**config.mk**
```make
export PLATFORM = sky130hd
export DESIGN_NAME = linear_seq_ctrl
export DESIGN_NICKNAME = d
export VERILOG_FILES = /design/src/rtl/linear_seq_ctrl.sv
export SDC_FILE = /design/constraint.sdc
export NUM_CORES = 1
export LEC_CHECK = 0
export CAP_MARGIN = 5
export CORE_ASPECT_RATIO = 1.4
export CORE_MARGIN = 2
export CORE_UTILIZATION = 28
export CTS_BUF_LIST = sky130_fd_sc_hd__clkbuf_8
export DETAILED_ROUTE_END_ITERATION = 7
export GPL_TIMING_DRIVEN = 0
export PLACE_DENSITY = 0.51
export SLEW_MARGIN = 20
export SYNTH_ARGS = -nofsm -noshare
export SYNTH_HDL_FRONTEND = slang
export SYNTH_SLANG_ARGS = --single-unit
```
**constraint.sdc**
```tcl
create_clock -name clk -period 3.4 [get_ports clk]
set_input_delay 0.68 -clock clk [delete_from_list [all_inputs] [get_ports clk]]
set_output_delay 0.68 -clock clk [all_outputs]
set_load 0.01 [all_outputs]
```
**src/rtl/linear_seq_ctrl.sv**
```systemverilog
// linear_seq_ctrl: layer sequencer for the shared linear engine.
// Steps through 1..MAX_LAYERS layers: selects the weight bank, clears and enables
// the engine, waits for a fresh rising edge of lin_done, captures the result and
// feeds it back as the next layer's input.
// Optional feature: define LINSEQ_TIMEOUT_EN to abort a layer that runs for
// TIMEOUT_CYC cycles without a lin_done edge (err pulse, back to IDLE).
`timescale 1ns/1ps

module linear_seq_ctrl #(
  parameter int MAX_LAYERS  = 8,
  parameter int WLOAD_CYC   = 2,
  parameter int TIMEOUT_CYC = 1024,
  localparam int LW         = $clog2(MAX_LAYERS + 1)
) (
  input  logic          clk,
  input  logic          rst,
  input  logic          start,
  input  logic [LW-1:0] num_layers,
  output logic          busy,
  output logic          done,
  output logic          err,
  output logic [LW-1:0] layer_idx,
  output logic          in_sel,
  output logic          lin_rst,
  output logic          lin_enable,
  input  logic          lin_done,
  output logic          out_latch
);

  localparam int WW = (WLOAD_CYC < 2) ? 1 : $clog2(WLOAD_CYC);

  typedef enum logic [2:0] {
    S_IDLE,
    S_LOAD,
    S_RUN,
    S_CAPTURE,
    S_FIN
  } state_t;

  state_t        state;
  logic [LW-1:0] num_q;
  logic [WW-1:0] wait_cnt;
  logic          lin_done_p1;
  logic          done_edge;

`ifdef LINSEQ_TIMEOUT_EN
  localparam int TW = $clog2(TIMEOUT_CYC + 1);
  logic [TW-1:0] run_cnt;
`else
  // Without the watchdog the timeout length has no effect; keep it referenced.
  if (TIMEOUT_CYC < 1) begin : g_unused_timeout
  end
`endif

  // A level already high on RUN entry was registered into lin_done_p1, so only a fresh rise counts.
  assign done_edge = lin_done & ~lin_done_p1;

  // Sequencer FSM; every output is registered and follows the state it is set for.
  always_ff @(posedge clk or negedge rst) begin
    if (!rst) begin
      state       <= S_IDLE;
      num_q       <= '0;
      wait_cnt    <= '0;
      lin_done_p1 <= 1'b0;
      busy        <= 1'b0;
      done        <= 1'b0;
      err         <= 1'b0;
      layer_idx   <= '0;
      in_sel      <= 1'b0;
      lin_rst     <= 1'b0;
      lin_enable  <= 1'b0;
      out_latch   <= 1'b0;
`ifdef LINSEQ_TIMEOUT_EN
      run_cnt     <= '0;
`endif
    end else begin
      lin_done_p1 <= lin_done;
      done        <= 1'b0;
      err         <= 1'b0;
      out_latch   <= 1'b0;
      case (state)
        S_IDLE: begin
          lin_rst <= 1'b0;
          if (start) begin
            if (num_layers == '0 || num_layers > LW'(MAX_LAYERS)) begin
              err <= 1'b1;
            end else begin
              num_q     <= num_layers;
              layer_idx <= '0;
              in_sel    <= 1'b0;
              wait_cnt  <= '0;
              busy      <= 1'b1;
              lin_rst   <= 1'b1;
              state     <= S_LOAD;
            end
          end
        end
        S_LOAD: begin
          if (wait_cnt == WW'(WLOAD_CYC - 1)) begin
            lin_rst    <= 1'b0;
            lin_enable <= 1'b1;
`ifdef LINSEQ_TIMEOUT_EN
            run_cnt    <= '0;
`endif
            state      <= S_RUN;
          end else begin
            wait_cnt <= wait_cnt + 1'b1;
          end
        end
        S_RUN: begin
          if (done_edge) begin
            lin_enable <= 1'b0;
            out_latch  <= 1'b1;
            state      <= S_CAPTURE;
          end
`ifdef LINSEQ_TIMEOUT_EN
          else if (run_cnt == TW'(TIMEOUT_CYC - 1)) begin
            lin_enable <= 1'b0;
            lin_rst    <= 1'b1;
            err        <= 1'b1;
            busy       <= 1'b0;
            in_sel     <= 1'b0;
            state      <= S_IDLE;
          end else begin
            run_cnt <= run_cnt + 1'b1;
          end
`endif
        end
        S_CAPTURE: begin
          if (layer_idx == num_q - LW'(1)) begin
            busy  <= 1'b0;
            done  <= 1'b1;
            state <= S_FIN;
          end else begin
            layer_idx <= layer_idx + 1'b1;
            in_sel    <= 1'b1;
            wait_cnt  <= '0;
            lin_rst   <= 1'b1;
            state     <= S_LOAD;
          end
        end
        S_FIN: begin
          in_sel <= 1'b0;
          state  <= S_IDLE;
        end
        default: state <= S_IDLE;
      endcase
    end
  end

endmodule

```
# Word level (Yosys, flattened, before mapping)
# Cells that the tools add are included.
# word_totals
output_inout_bits	11
word_cells	80
ff_bits	20
# op_classes
add_sub_neg	3
n_reduce_logical	15
order_cmp	1
mux	35
eq_ne	11
bitwise	3
# ops
cell	n
$mux 1	20
$reduce_and 4->1	5
$mux 3	5
$mux 4	3
$ne 2x2->1 const B	6
$pmux 3 s4	1
$pmux 1 s3	3
$reduce_and 3->1	3
$pmux 4 s2	1
$eq 3x2->1 const B	2
$reduce_bool 3->1	2
$add 4x1->4 const B	1
$eq 4x4->1	1
$gt 4x4->1 const B	1
$logic_not 4->1	1
$pmux 1 s2	2
$reduce_bool 2->1	2
$sub 4x1->4 const B	1
$eq 3x1->1 const B	1
$eq 3x3->1 const B	1
$logic_not 3->1	1
$not 1->1	2
$add 1x1->1 const B	1
$and 1x1->1	1
$logic_or 1x1->1	1

# Depth between registers and ports, before layout
# logic_depth
word_depth	5
ltp_mapped	7
depth_no_buf	7

# Worst setup path before layout
# OpenSTA, ideal clock, no wires.
# synth_path
path_type	input to register
from	input port num_layers[1]
to	register layer_idx[3]
path_buffers	0
required_time_ns	3.277
stages	5
t_arrival_ns	1.982
setup_ns	0.123
setup_slack_ns	1.295
path_cell_list	o31a_1 o41a_1 a311oi_4 nand4_1 mux2i_1
# synth_between
elab_chain_len	4
word_cells_on_any_way	5
classes_between	1 x order compare; 1 x eq/ne; 3 x reduce/logical
# synth_rtl
item	line	source
start, declared	18	input logic [LW-1:0] num_layers,
$gt 4x4->1 or $logic_not 4->1 (tied branches)	85	if (num_layers == '0 || num_layers > LW'(MAX_LAYERS)) begin
$logic_or 1x1->1 *	85	
$ne 2x2->1 (no line) *	n/a	
$reduce_and 4->1 (no line) *	n/a	
end signal, assigned	135	layer_idx <= layer_idx + 1'b1;
end, declared	22	output logic [LW-1:0] layer_idx,
# Every way passes the cells marked *; elsewhere a longest branch is shown, timed or not.
# A chain may end at the register's enable or synchronous reset.

# Worst setup path in the final report
# Ends and elaborated chain as after synthesis.

==> impl_metrics.py <==
metrics = {
    "outcome": {
        "status": "finished, final reports clean",
    },
    "grt": {
        "grt_pass1_vias": 826,
        "antenna_found_initial": 0,
        "grt_max_degree": 21,
        "grt_pass1_wl_um": 3780,
        "grt_use_total_pct": 10.9,
        "grt_overflow": 0,
    },
    "setup_path": {
        "arrival_ns": 2.59,
        "crit_fanout": 5,
        "crit_type": "in -> reg",
        "cp-start-kind": "primary input",
        "cp_slowest_cell": "clkdlybuf4s50_1",
        "cp_cell_sequence": "clkdlybuf4s50_1, o31a_1, o41a_1, a311oi_4, nand4_1, mux2i_1",
        "critPathTopFamily": "compound AO/OA/AOI/OAI gates",
        "endpoint_kind": "flip-flop",
        "required_ns": 3.54,
        "slowest_delay_ns": 0.47,
        "cp_num_buf_inv": 1,
        "cp_num_cells": 6,
        "worstRegToRegCells": 7,
    },
    "clock_tree": {
        "cts_sinks": 20,
        "clkSlewWorstSetupHoldPaths_ns": 0.08,
        "cts_tree": "yes",
        "cts_setup_buffers": 0,
        "ctsHoldBuffers": 0,
        "clk_path_buf_depth": 2,
        "insertion_delay_ns": 0.26,
        "cts_root_buffer": "clkbuf_8",
        "cts_buffers": 3,
        "cts_resized": 0,
        "htree_levels": 1,
    },
    "placement": {
        "dp_hpwl_um": 1690,
        "placed_cells": 161,
        "post_dp_cell_area_um2": 1290,
        "dp_slack_ns": 0.653,
        "routabilityCongestion": 0.747,
        "port_buffers": 18,
    },
    "power": {
        "leakage_nw": 0.570,
        "swShare_pct": 35.9,
        "internal_power_mw": 0.748,
        "p_per_area_nw_per_um2": 854,
        "vdd_ir_drop_max_mv": 0.403,
        "seqPwrFrac_pct": 34.1,
        "p_switching_mw": 0.419,
        "pwr-share-comb_pct": 45.8,
        "p_total_mw": 1.17,
        "pwr-share-clk_pct": 20.1,
    },
    "cells_and_area": {
        "final_cell_mix": "dfrtp_1, clkdlybuf4s50_1, nand2_1",
        "diodes": 0,
        "final_area_um2": 1370,
        "fillers": 377,
        "area_growth_pct": 28.6,
        "finish.net_count": 134,
        "final_common_cell": "dfrtp_1",
        "post_route_cells_drive_above_1_share_pct": 9.76,
        "finalNonFillerCells": 165,
    },
    "drt": {
        "detail_route.first_pass.iterations": 4,
        "wire_per_inst_um": 13.8,
        "drc": 0,
        "drt_iter0_markers": 13,
        "ant_nets": 0,
        "via_per_inst": 5.05,
        "via_count": 834,
        "drt_wl_total_um": 2280,
    },
    "floorplanning": {
        "io_pins": 19,
        "start_util_pct": 29.2,
        "die_x_um": 56.1,
        "die_h_um": 76.9,
        "coreArea_um2": 3640,
        "rows": 26,
        "die-area_um2": 4310,
    },
    "synth": {
        "synthFlopType": "dfrtp_1",
        "synth_area_um2": 1060,
        "syn_nets": 111,
        "yosys.area.top_type": "dfrtp_1",
        "ys_types": 35,
        "syn_area_per_cell_um2": 10.5,
        "yosysSeqAreaShare_pct": 47.1,
        "synth_edf_count": 0,
        "postSynthCellCount": 101,
        "async_flop_share_pct": 100,
        "yosys_register_bits": 20,
        "yosysTopAreaCellShare_pct": 47.1,
        "yosys_warnings": 0,
        "synth_area_leaders": "dfrtp_1, o21ai_0, mux2_2",
    },
    "sta": {
        "max_freq_mhz": 408,
        "setup_violations": 0,
        "relSlewSlack_pct": 39.1,
        "finalMaxSlewViolations": 0,
        "finClkSkew_ns": 0.00423,
        "setup_tns_ns": 0,
        "worst_pin_slew_ns": 0.910,
        "rsz0062_at_grt": "no",
        "finalHoldViolCount": 0,
        "period_share_pct": 72.0,
        "final.setup.worst_slack_ns": 0.951,
        "min_period_ns": 2.45,
    },
    "worst_hold_path": {
        "min_path_cells": 1,
        "hold_class": "reg -> reg",
    },
    "job": {
        "cap_violations": 0,
    },
}
==> cells in the mapped netlist, drive strengths merged (3+ instances only) <==
| library cell | instances |
|---|---|
| dfrtp | 20 |
| nand2 | 8 |
| inv | 7 |
| o21ai | 7 |
| nand2b | 5 |
| nor2 | 5 |
| nor3 | 5 |
| a21oi | 4 |
| clkbuf | 4 |
| mux2 | 3 |
| xnor2 | 3 |
==> metal layers <==
layer  vias to the layer above  wire length, µm  global-route usage, %
li1                        412                -                      -
met1                       406              966                   12.2
met2                        12             1210                   20.2
met3                         4               70                   2.02
met4                         0               30                   3.57
met5                         -                0                      0
==> power by group through the flow <==
stage	registers (mW)	clock network [mW]	logic, mW
floorplan	0.398	0	0.371
global placement	0.400	0	0.527
detailed placement	0.403	0	0.538
CTS	0.400	0.242	0.544
global route	0.411	0.253	0.588
finish	0.398	0.235	0.534
==> metrics by stage <==
step | hold WS [ns] | util [%]
final | 0.501 | 37.5
after global routing | 0.526 | 37.5
after CTS | 0.505 | 37.5
after detailed placement | 0.479 | 35.5
after global placement | 0.470 | 35.5
after floorplan | 0.384 | -
==> final timing paths <==
kind	from	to	slack, ns
setup / recovery	num_layers[1]	layer_idx[3]	0.95
hold / removal	lin_rst	lin_rst	0.50
setup reg to reg	num_q[0]	busy	1.32
hold reg to reg	lin_rst	lin_rst	0.50
max in group asynchronous	rst	layer_idx[3]	1.91
min in group asynchronous	rst	layer_idx[1]	0.93
==> cell families after synthesis <==
kind of cell               after synthesis  synth area share (%)
muxes                                    6                  7.18
xor gates and xnor gates                 5                  5.54
buffers and inverters                   11                  3.89
DFF                                     20                  47.1
and+or+nand+nor                         32                  16.5
AOI/OAI and AO/OA                       25                  17.4
adders and majority gates                2                  2.36
==> flip-flops by register name, indices dropped and copies added (netlist names) <==
register	flops
busy	1
done	1
err	1
in_sel	1
layer_idx	4
lin_done_p1	1
lin_enable	1
lin_rst	1
num_q	4
out_latch	1
state	3
wait_cnt	1
==> area by class of cell <==
cell class | instances | area, µm² | share of cell area (%)
flip-flops and latches | 20 | 500 | 36.6
clock inverters | 1 | 30.0 | 2.20
inverters | 7 | 26.3 | 1.92
plain buffers | 4 | 15.0 | 1.10
clock buffers | 3 | 41.3 | 3.02
repair buffers | 18 | 180 | 13.2
well taps | 42 | 52.6 | 3.85
multi-input cells | 70 | 520 | 38.1
Power figures use the tool's default switching activity.
